**config.mk**
```make
export PLATFORM = sky130hd
export DESIGN_NAME = fft_input_loader_flat
export DESIGN_NICKNAME = d
export VERILOG_FILES = /design/src/rtl/fft_input_loader_if.sv /design/src/rtl/fft_input_loader.sv /design/src/flat_wrapper.sv
export SDC_FILE = /design/constraint.sdc
export NUM_CORES = 2
export LEC_CHECK = 0
export BUFFER_PORTS_ARGS = -buffer_cell sky130_fd_sc_hd__buf_4
export CAP_MARGIN = 30
export CORE_AREA = 4 4 411 413
export CTS_CLUSTER_SIZE = 16
export DETAILED_ROUTE_END_ITERATION = 8
export DIE_AREA = 0 0 415 417
export HOLD_SLACK_MARGIN = 0.02
export MAX_ROUTING_LAYER = met4
export SYNTH_ARGS = -nofsm -noshare
export SYNTH_HDL_FRONTEND = slang
export SYNTH_HIERARCHICAL = 1
export SYNTH_SLANG_ARGS = --single-unit
```
**constraint.sdc**
```tcl
create_clock -name clk -period 1.8 [get_ports clk]
set_clock_uncertainty 0.1 [all_clocks]
set_input_delay 0.09 -clock clk [delete_from_list [all_inputs] [get_ports clk]]
set_output_delay 0.09 -clock clk [all_outputs]
set_load 0.02 [all_outputs]
```
**src/rtl/fft_input_loader_if.sv**
```systemverilog
// Sample-in / frame-out bus between the upstream sample source, the
// bit-reverse frame loader and the FFT core.
interface fft_input_loader_if #(
  parameter int D_WIDTH     = 64,
  parameter int LOG_2_WIDTH = 6
);
  logic                     flush;
  logic [15:0]              in_sample;
  logic                     in_valid;
  logic                     in_ready;
  logic                     frame_valid;
  logic                     frame_ready;
  logic                     start;
  logic [LOG_2_WIDTH-1:0]   sample_idx;
  logic [16*D_WIDTH-1:0]    output_sig;

  modport master (
    output flush, in_sample, in_valid, frame_ready,
    input  in_ready, frame_valid, start, sample_idx, output_sig
  );

  modport slave (
    input  flush, in_sample, in_valid, frame_ready,
    output in_ready, frame_valid, start, sample_idx, output_sig
  );
endinterface

```
**src/rtl/fft_input_loader.sv**
```systemverilog
// Collects D_WIDTH samples into a frame buffer and hands the frame to the FFT.
// Define FFT_LOADER_BITREV_EN for bit-reversed slot order (DIT input); natural order otherwise.
module fft_loader_slot (
  input  logic        clk,
  input  logic        rst,
  input  logic        we,
  input  logic [15:0] d,
  output logic [15:0] q
);
  always_ff @(posedge clk) begin
    if (rst)     q <= '0;
    else if (we) q <= d;
  end
endmodule

module fft_input_loader #(
  parameter int D_WIDTH     = 64,
  parameter int LOG_2_WIDTH = 6
) (
  input  logic              clk,
  input  logic              rst,
  fft_input_loader_if.slave bus
);
  typedef enum logic {FILL, FULL} state_t;

  state_t                       state;
  logic [LOG_2_WIDTH-1:0]       wr_cnt;
  logic [LOG_2_WIDTH-1:0]       wr_slot;
  logic                         in_ready_r, frame_valid_r, start_r;
  logic                         accept;
  logic [D_WIDTH-1:0]           we;
  logic [D_WIDTH-1:0][15:0]     slot_q;

  // A flush in the same cycle as a valid sample drops that sample.
  assign accept = in_ready_r && bus.in_valid && !bus.flush;

`ifdef FFT_LOADER_BITREV_EN
  always_comb begin
    wr_slot = '0;
    for (int b = 0; b < LOG_2_WIDTH; b++)
      wr_slot[b] = wr_cnt[LOG_2_WIDTH-1-b];
  end
`else
  assign wr_slot = wr_cnt;
`endif

  always_ff @(posedge clk) begin
    if (rst) begin
      state         <= FILL;
      wr_cnt        <= '0;
      in_ready_r    <= 1'b1;
      frame_valid_r <= 1'b0;
      start_r       <= 1'b0;
    end else begin
      start_r <= 1'b0;
      case (state)
        FILL: begin
          if (bus.flush) begin
            wr_cnt <= '0;
          end else if (bus.in_valid) begin
            wr_cnt <= wr_cnt + 1'b1;
            if (wr_cnt == LOG_2_WIDTH'(D_WIDTH-1)) begin
              state         <= FULL;
              in_ready_r    <= 1'b0;
              frame_valid_r <= 1'b1;
              start_r       <= 1'b1;
            end
          end
        end
        FULL: begin
          // Frame is held intact until consumed; flush is deliberately ignored here.
          if (bus.frame_ready) begin
            state         <= FILL;
            wr_cnt        <= '0;
            in_ready_r    <= 1'b1;
            frame_valid_r <= 1'b0;
          end
        end
        default: state <= FILL;
      endcase
    end
  end

  for (genvar k = 0; k < D_WIDTH; k++) begin : g_slot
    assign we[k] = accept && (wr_slot == LOG_2_WIDTH'(k));
    fft_loader_slot u_slot (
      .clk (clk),
      .rst (rst),
      .we  (we[k]),
      .d   (bus.in_sample),
      .q   (slot_q[k])
    );
  end

  assign bus.in_ready    = in_ready_r;
  assign bus.frame_valid = frame_valid_r;
  assign bus.start       = start_r;
  assign bus.sample_idx  = wr_cnt;
  assign bus.output_sig  = slot_q;
endmodule

```
**src/flat_wrapper.sv**
```systemverilog
// flat-port wrapper written by rule: the top's interface ports become plain ports
module fft_input_loader_flat 
#(
  parameter int D_WIDTH     = 64,
  parameter int LOG_2_WIDTH = 6
)
  (clk, rst, bus_flush, bus_in_sample, bus_in_valid, bus_frame_ready, bus_in_ready, bus_frame_valid, bus_start, bus_sample_idx, bus_output_sig);
  fft_input_loader_if #(.D_WIDTH(D_WIDTH), .LOG_2_WIDTH(LOG_2_WIDTH)) bus_i ();
  input  logic clk;
  input  logic rst;
  input wire logic [$bits(bus_i.flush)-1:0] bus_flush;
  input wire logic [$bits(bus_i.in_sample)-1:0] bus_in_sample;
  input wire logic [$bits(bus_i.in_valid)-1:0] bus_in_valid;
  input wire logic [$bits(bus_i.frame_ready)-1:0] bus_frame_ready;
  output wire logic [$bits(bus_i.in_ready)-1:0] bus_in_ready;
  output wire logic [$bits(bus_i.frame_valid)-1:0] bus_frame_valid;
  output wire logic [$bits(bus_i.start)-1:0] bus_start;
  output wire logic [$bits(bus_i.sample_idx)-1:0] bus_sample_idx;
  output wire logic [$bits(bus_i.output_sig)-1:0] bus_output_sig;
  assign bus_i.flush = bus_flush;
  assign bus_i.in_sample = bus_in_sample;
  assign bus_i.in_valid = bus_in_valid;
  assign bus_i.frame_ready = bus_frame_ready;
  assign bus_in_ready = bus_i.in_ready;
  assign bus_frame_valid = bus_i.frame_valid;
  assign bus_start = bus_i.start;
  assign bus_sample_idx = bus_i.sample_idx;
  assign bus_output_sig = bus_i.output_sig;
  fft_input_loader #(.D_WIDTH(D_WIDTH), .LOG_2_WIDTH(LOG_2_WIDTH)) u_core (.clk(clk), .rst(rst), .bus(bus_i));
endmodule
```
# After elaboration in Yosys (flattened, before gate mapping)
# Index checks and enable logic that the tools add are counted.
classes:
  n_addsub: 1
  n_bitwise: 1
  n_reduce_logical: 71
  n_eq_ne: 68
  mux: 19
ops:
  columns: ["operator", "count"]
  rows:
  - ["6-bit equality test (second input constant)", 32]
  - ["6-bit by 5-bit equality test with 1-bit output (second input constant)", 16]
  - ["1-bit logical AND", 66]
  - ["6-bit by 4-bit equality test with 1-bit output (second input constant)", 8]
  - ["6-bit by 3-bit equality test with 1-bit output (second input constant)", 4]
  - ["6-bit two-way mux", 3]
  - ["6-bit by 2-bit equality test with 1-bit output (second input constant)", 2]
  - ["1-bit two-way mux", 12]
  - ["6-bit case mux with 2 select lines", 1]
  - ["6-bit by 1-bit adder with 6-bit output (second input constant)", 1]
  - ["6-bit by 1-bit equality test with 1-bit output (second input constant)", 1]
  - ["6-bit logical NOT", 1]
  - ["2-bit inequality test (second input constant)", 3]
  - ["1-bit case mux with 2 select lines", 3]
  - ["4-bit AND reduction", 1]
  - ["3-bit inequality test (second input constant)", 1]
  - ["2-bit by 1-bit inequality test with 1-bit output (second input constant)", 1]
  - ["2-bit AND reduction", 1]
  - ["2-bit OR reduction", 1]
  - ["1-bit logical NOT", 1]
  - ["1-bit NOT", 1]
totals:
  output_inout_bits: 1033
  word_cells: 229
  register_bits: 1034
  in_bits: 21

# Depth between registers and ports, before layout
logic_depth:
  depth_word: 5
  depth_mapped: 8
  depth_no_buf: 6

# Cells and area by module
# The synthesis kept the hierarchy.
modules_own_cells:
  columns: ["module", "area_each_um2", "cells_each", "seq_area_each_um2", "n_inst"]
  rows:
  - ["fft_loader_slot", 580.6, 52, 320.3, 64]
  - ["fft_input_loader", 915.9, 151, 200.2, 1]

# Worst setup path before layout
# OpenSTA, ideal clock, no wires.
synth_path:
  kind: "reg2reg"
  startpoint: "register u_core.wr_cnt[4] (netlist: u_core/bus.sample_idx[4])"
  endpoint: "register u_core.g_slot[60].u_slot.q[10]"
  stages_incl_launch_ff: 9
  setup_ps: 117
  t_required_ps: 1583
  period_less_slack_ps: 1924
  n_path_buf: 3
  setup_slack_ps: -124
  arrival_ps: 1707
  path_cell_list: "dfxtp_1 and3b_1 nand3_1 buf_2 nor2_1 buf_6 buf_12 mux2i_1 nor2_1"
synth_between:
  elab_chain_cells: 2
synth_lines:
  columns: ["element", "line", "source"]
  rows:
  - ["start, declared", "fft_input_loader.sv:27", "logic [LOG_2_WIDTH-1:0] wr_cnt;"]
  - ["start signal, assigned", "fft_input_loader.sv:61", "wr_cnt <= wr_cnt + 1'b1;"]
  - ["6-bit equality test", "fft_input_loader.sv:85", "assign we[k] = accept && (wr_slot == LOG_2_WIDTH'(k));"]
  - ["1-bit logical AND", "fft_input_loader.sv:85", null]
  - ["net u_core.we[60]", "fft_input_loader.sv:31", "logic [D_WIDTH-1:0] we;"]
  - ["end signal, assigned", "fft_input_loader.sv:11", "if (rst) q <= '0;"]
  - ["end signal, assigned", "fft_input_loader.sv:12", "else if (we) q <= d;"]
  - ["end, declared", "fft_input_loader.sv:8", "output logic [15:0] q"]
# The timed path passes the listed nets, and every way through them passes these cells.
# A chain may end at the register's enable or synchronous reset.

# Worst setup path in the final report
layout_path:
  startpoint: "register u_core.wr_cnt[4] (netlist: u_core/bus.sample_idx[4])"
  endpoint: "register u_core.g_slot[19].u_slot.q[1]"
layout_between:
  elab_chain_cells: 2
layout_lines:
  columns: ["element", "line"]
  rows:
  - ["6-bit by 5-bit equality test with 1-bit output", "fft_input_loader.sv:85"]
  - ["1-bit logical AND", "fft_input_loader.sv:85"]
  - ["net u_core.we[19]", "fft_input_loader.sv:31"]
  - ["end signal, assigned", "fft_input_loader.sv:11"]
  - ["end signal, assigned", "fft_input_loader.sv:12"]
  - ["end, declared", "fft_input_loader.sv:8"]
# The timed path passes the listed nets, and every way through them passes these cells.

==> impl_results.md <==
* Clk Latency, worst-skew pair at 0.74 ns
* Net count after synthesis at about 3500
* Fillers at between 15000 and 20000
* IO Count at 1054
* Via count at ~30000
* Crit start category: flop
* Die width at about 420 um
* RSZ-0062 raised after global routing: true
* First-pass GRT wire length at approximately 210000 um
* Seq/Total Area, Yosys at 54.4%
* Final setup fails at 422
* Max Cap Viol at 0
* Reg-to-Reg Start: u_core/bus.sample_idx[4]
* Starting Density at 23.1%
* Die Y at ~420 um
* Worst Path Required at between 2 and 2.5 ns
* Most common cell after layout, fill and taps aside: buf_4
* Initial antenna violation count at 4
* Post-DP HPWL at roughly 110000 um
* Vias per inst at ~4.3
* Area grow syn2layout at 43.9%
* Period utilisation layout at 105%
* Max_slew headroom at 56.5%
* #FFs+latches synth at a little over 1000
* Htree depth at 3
* Reg2reg end: u_core/g_slot[19].u_slot/q[1]
* Power Density at approximately 880 nW/um^2
* Worst Setup SP: u_core/bus.sample_idx[4]
* Final Util at between 30 and 40%
* Syn_area_per_cell at between 10 and 15 sq um
* Min Tclk post-route at approximately 1.9 ns
* Clock sink total at 1034
* Setup TNS at -13.69 ns
* Core Rows at 149
* Fin cells at ~7000
* Slew @ Worst Pin at around 0.65 ns
* Failing checks: negative setup slack
* Final GP Congestion at roughly 0.8
* Critical path class: flop to flop
* Drt first pass iters at 5
* Setup slack, reg-to-reg at -0.09 ns
* Layout cell share with drive strength beyond 1 at about a third
* GRT Total Usage at about 17%
* CP Capture Point: u_core/g_slot[19].u_slot/q[1]
* PnR worst setup slack at -0.0919 ns
* Placed cells at approximately 6600
* Peak Freq at roughly 0.53 GHz
* Detailed-route wire length at between 150000 and 200000 um
* Antenna Nets Post-Route at 0
* Initial DRC count at roughly 1800
* CP Capture Type: flop
* Remaining DRCs at 0
* Pre-CTS WS at -0.413 ns
* Crit path DAT at 2.39 ns
* CP max-delay cell: dfxtp_2
* Die area at roughly 170000 sq um
* Worst path max stage delay at 0.37 ns
* Nets at 4666
* Reg2Reg Depth at 8
* Pleak at 0.0210 uW
* Vias in the first global route at 28527
* Final Max Slew Viols at 0
* Crit-path max FO at 8
* CP Cell Sequence: and3b_2 > buf_4 > nand2_8 > buf_12 > nor2_4 > clkbuf_16 > mux2i_1 > nor2_1
* Synth async-reset ratio at 0%
* Post-synth EDFFs at 0
* Cts bufs inserted at ~110
* CORE AREA at about 160000 sq um
* Hold Violations, Final at 0
* Post-synthesis cell count at between 3000 and 4000
* HP Class: input pin to flop
* Commonest cells after routing, fill and taps aside: 1112 x buf_4, 1027 x nor2_1, 1027 x dfxtp_1, 1010 x mux2i_1, 139 x clkbuf_16
* VDD IR max at 0.742 mV
* Root buffer cell: clkbuf_16
* Clock-pin slew on the worst setup and hold paths at roughly 0.060 ns
* Clock Path Buffers at 3
* Ys Warns at 6
* Input/output buffers at about 1100
* Synth Flop Type: dfxtp_1
* Synth cell types at 29
* Total gr overflow at 0
* Pin count of the biggest net entering global routing at a little over 70
* Synthesized area at about 38000 sq um
* Status: finished, violations left
* Routed WL per cell at approximately 23 um
* CTS tree: built
==> metal layers <==
metal,part of all wire [%],global-route usage [%]
met4,3.8,6.48
met5,0,-
met3,5.1,3.74
met2,52,30.6
met1,39,19.3
==> report_power, final <==
part	leakage [uW]	internal [uW]	switching (uW)
registers	0.00833	22900	18.3
clock network	0.00181	13500	9780
logic	0.0109	474	1370
==> kinds of logic after synthesis <==
kind of cell,share of synthesized area (%)
AO/OA/AOI/OAI,0.184
multiplexers,27.0
buffers and inverters,6.87
AND/OR/NAND/NOR,11.4
adder cells (fa/ha/maj),0.131
flip-flops,54.4
XOR/XNOR,0.0230
==> repair_timing <==
action                     4_1_cts  5_1_grt
cloned                           9       22
hold endpoints to repair      1031        0
buffers inserted                16        9
setup endpoints to repair      832      987
hold buffers                    21        0
resized for setup               70       91
pin swaps                       13       44
==> cells in the mapped netlist (2+ instances only) <==
master    instances  share of area (%)
a21oi_1           5              0.066
buf_1            64               0.63
buf_12           64                3.4
buf_2            70               0.92
buf_6            64                1.9
dfxtp_1        1034                 54
ha_1              4               0.13
inv_1             4              0.039
mux2i_1        1027                 27
nand2_1          20               0.20
nand3_1           8               0.11
nand3b_1          2              0.039
nor2_1         1092                 11
nor2b_1           3              0.049
o31ai_1           2              0.039
o32a_1            2              0.053
or4_1             2              0.039
==> metrics by stage <==
stage	area (sq um)	power, uW	hold slack [ns]
after floorplan	38100	23900	0.0548
after global placement	49200	25200	0.330
after detailed placement	49200	25200	0.342
after CTS	53800	48500	0.0614
after global routing	54800	49500	0.136
final	54800	48000	0.168
==> worst max-delay path, delay by kind of cell, from the launching register on <==
family        cells  cell delay (ns)
buf+inv           3             0.52
flops             1             0.37
mux               1             0.18
simple gates      4             0.56
==> worst min-delay path by stage <==
stage | from | endpoint | slack [ns] | depth (start not counted)
after floorplan | rst | u_core/bus.sample_idx[0] | 0.05 | 1
after global placement | bus_in_sample[10] | u_core/g_slot[35].u_slot/q[10] | 0.33 | 3
after detailed placement | bus_frame_ready | u_core/bus.sample_idx[0] | 0.34 | 3
after CTS | bus_in_sample[10] | u_core/g_slot[35].u_slot/q[10] | 0.06 | 4
after global routing | bus_in_sample[10] | u_core/g_slot[35].u_slot/q[10] | 0.14 | 4
final | bus_in_sample[10] | u_core/g_slot[35].u_slot/q[10] | 0.17 | 4
==> final cells by class <==
| type | instances | area (sq um) | share of cell area [%] |
|---|---|---|---|
| Sequential cell | 1034 | 20700 | 37.8 |
| Multi-Input combinational cell | 2178 | 15500 | 28.2 |
| Timing Repair Buffer | 1311 | 12100 | 22.1 |
| Clock buffer | 156 | 3210 | 5.86 |
| Tap cell | 2189 | 2740 | 5.00 |
| Clock inverter | 45 | 499 | 0.911 |
| Inverter | 4 | 20.0 | 0.0365 |
| Antenna cell | 3 | 7.51 | 0.0137 |
==> sequential cells by signal, indices dropped and copies added, names as in the netlist <==
name,count
u_core/bus.frame_valid,1
u_core/bus.start,1
u_core/bus.sample_idx,6
u_core/g_slot.u_slot/q,1024
u_core/bus.in_ready,1
u_core/state,1
No activity file was read; power rests on OpenSTA's default activity.
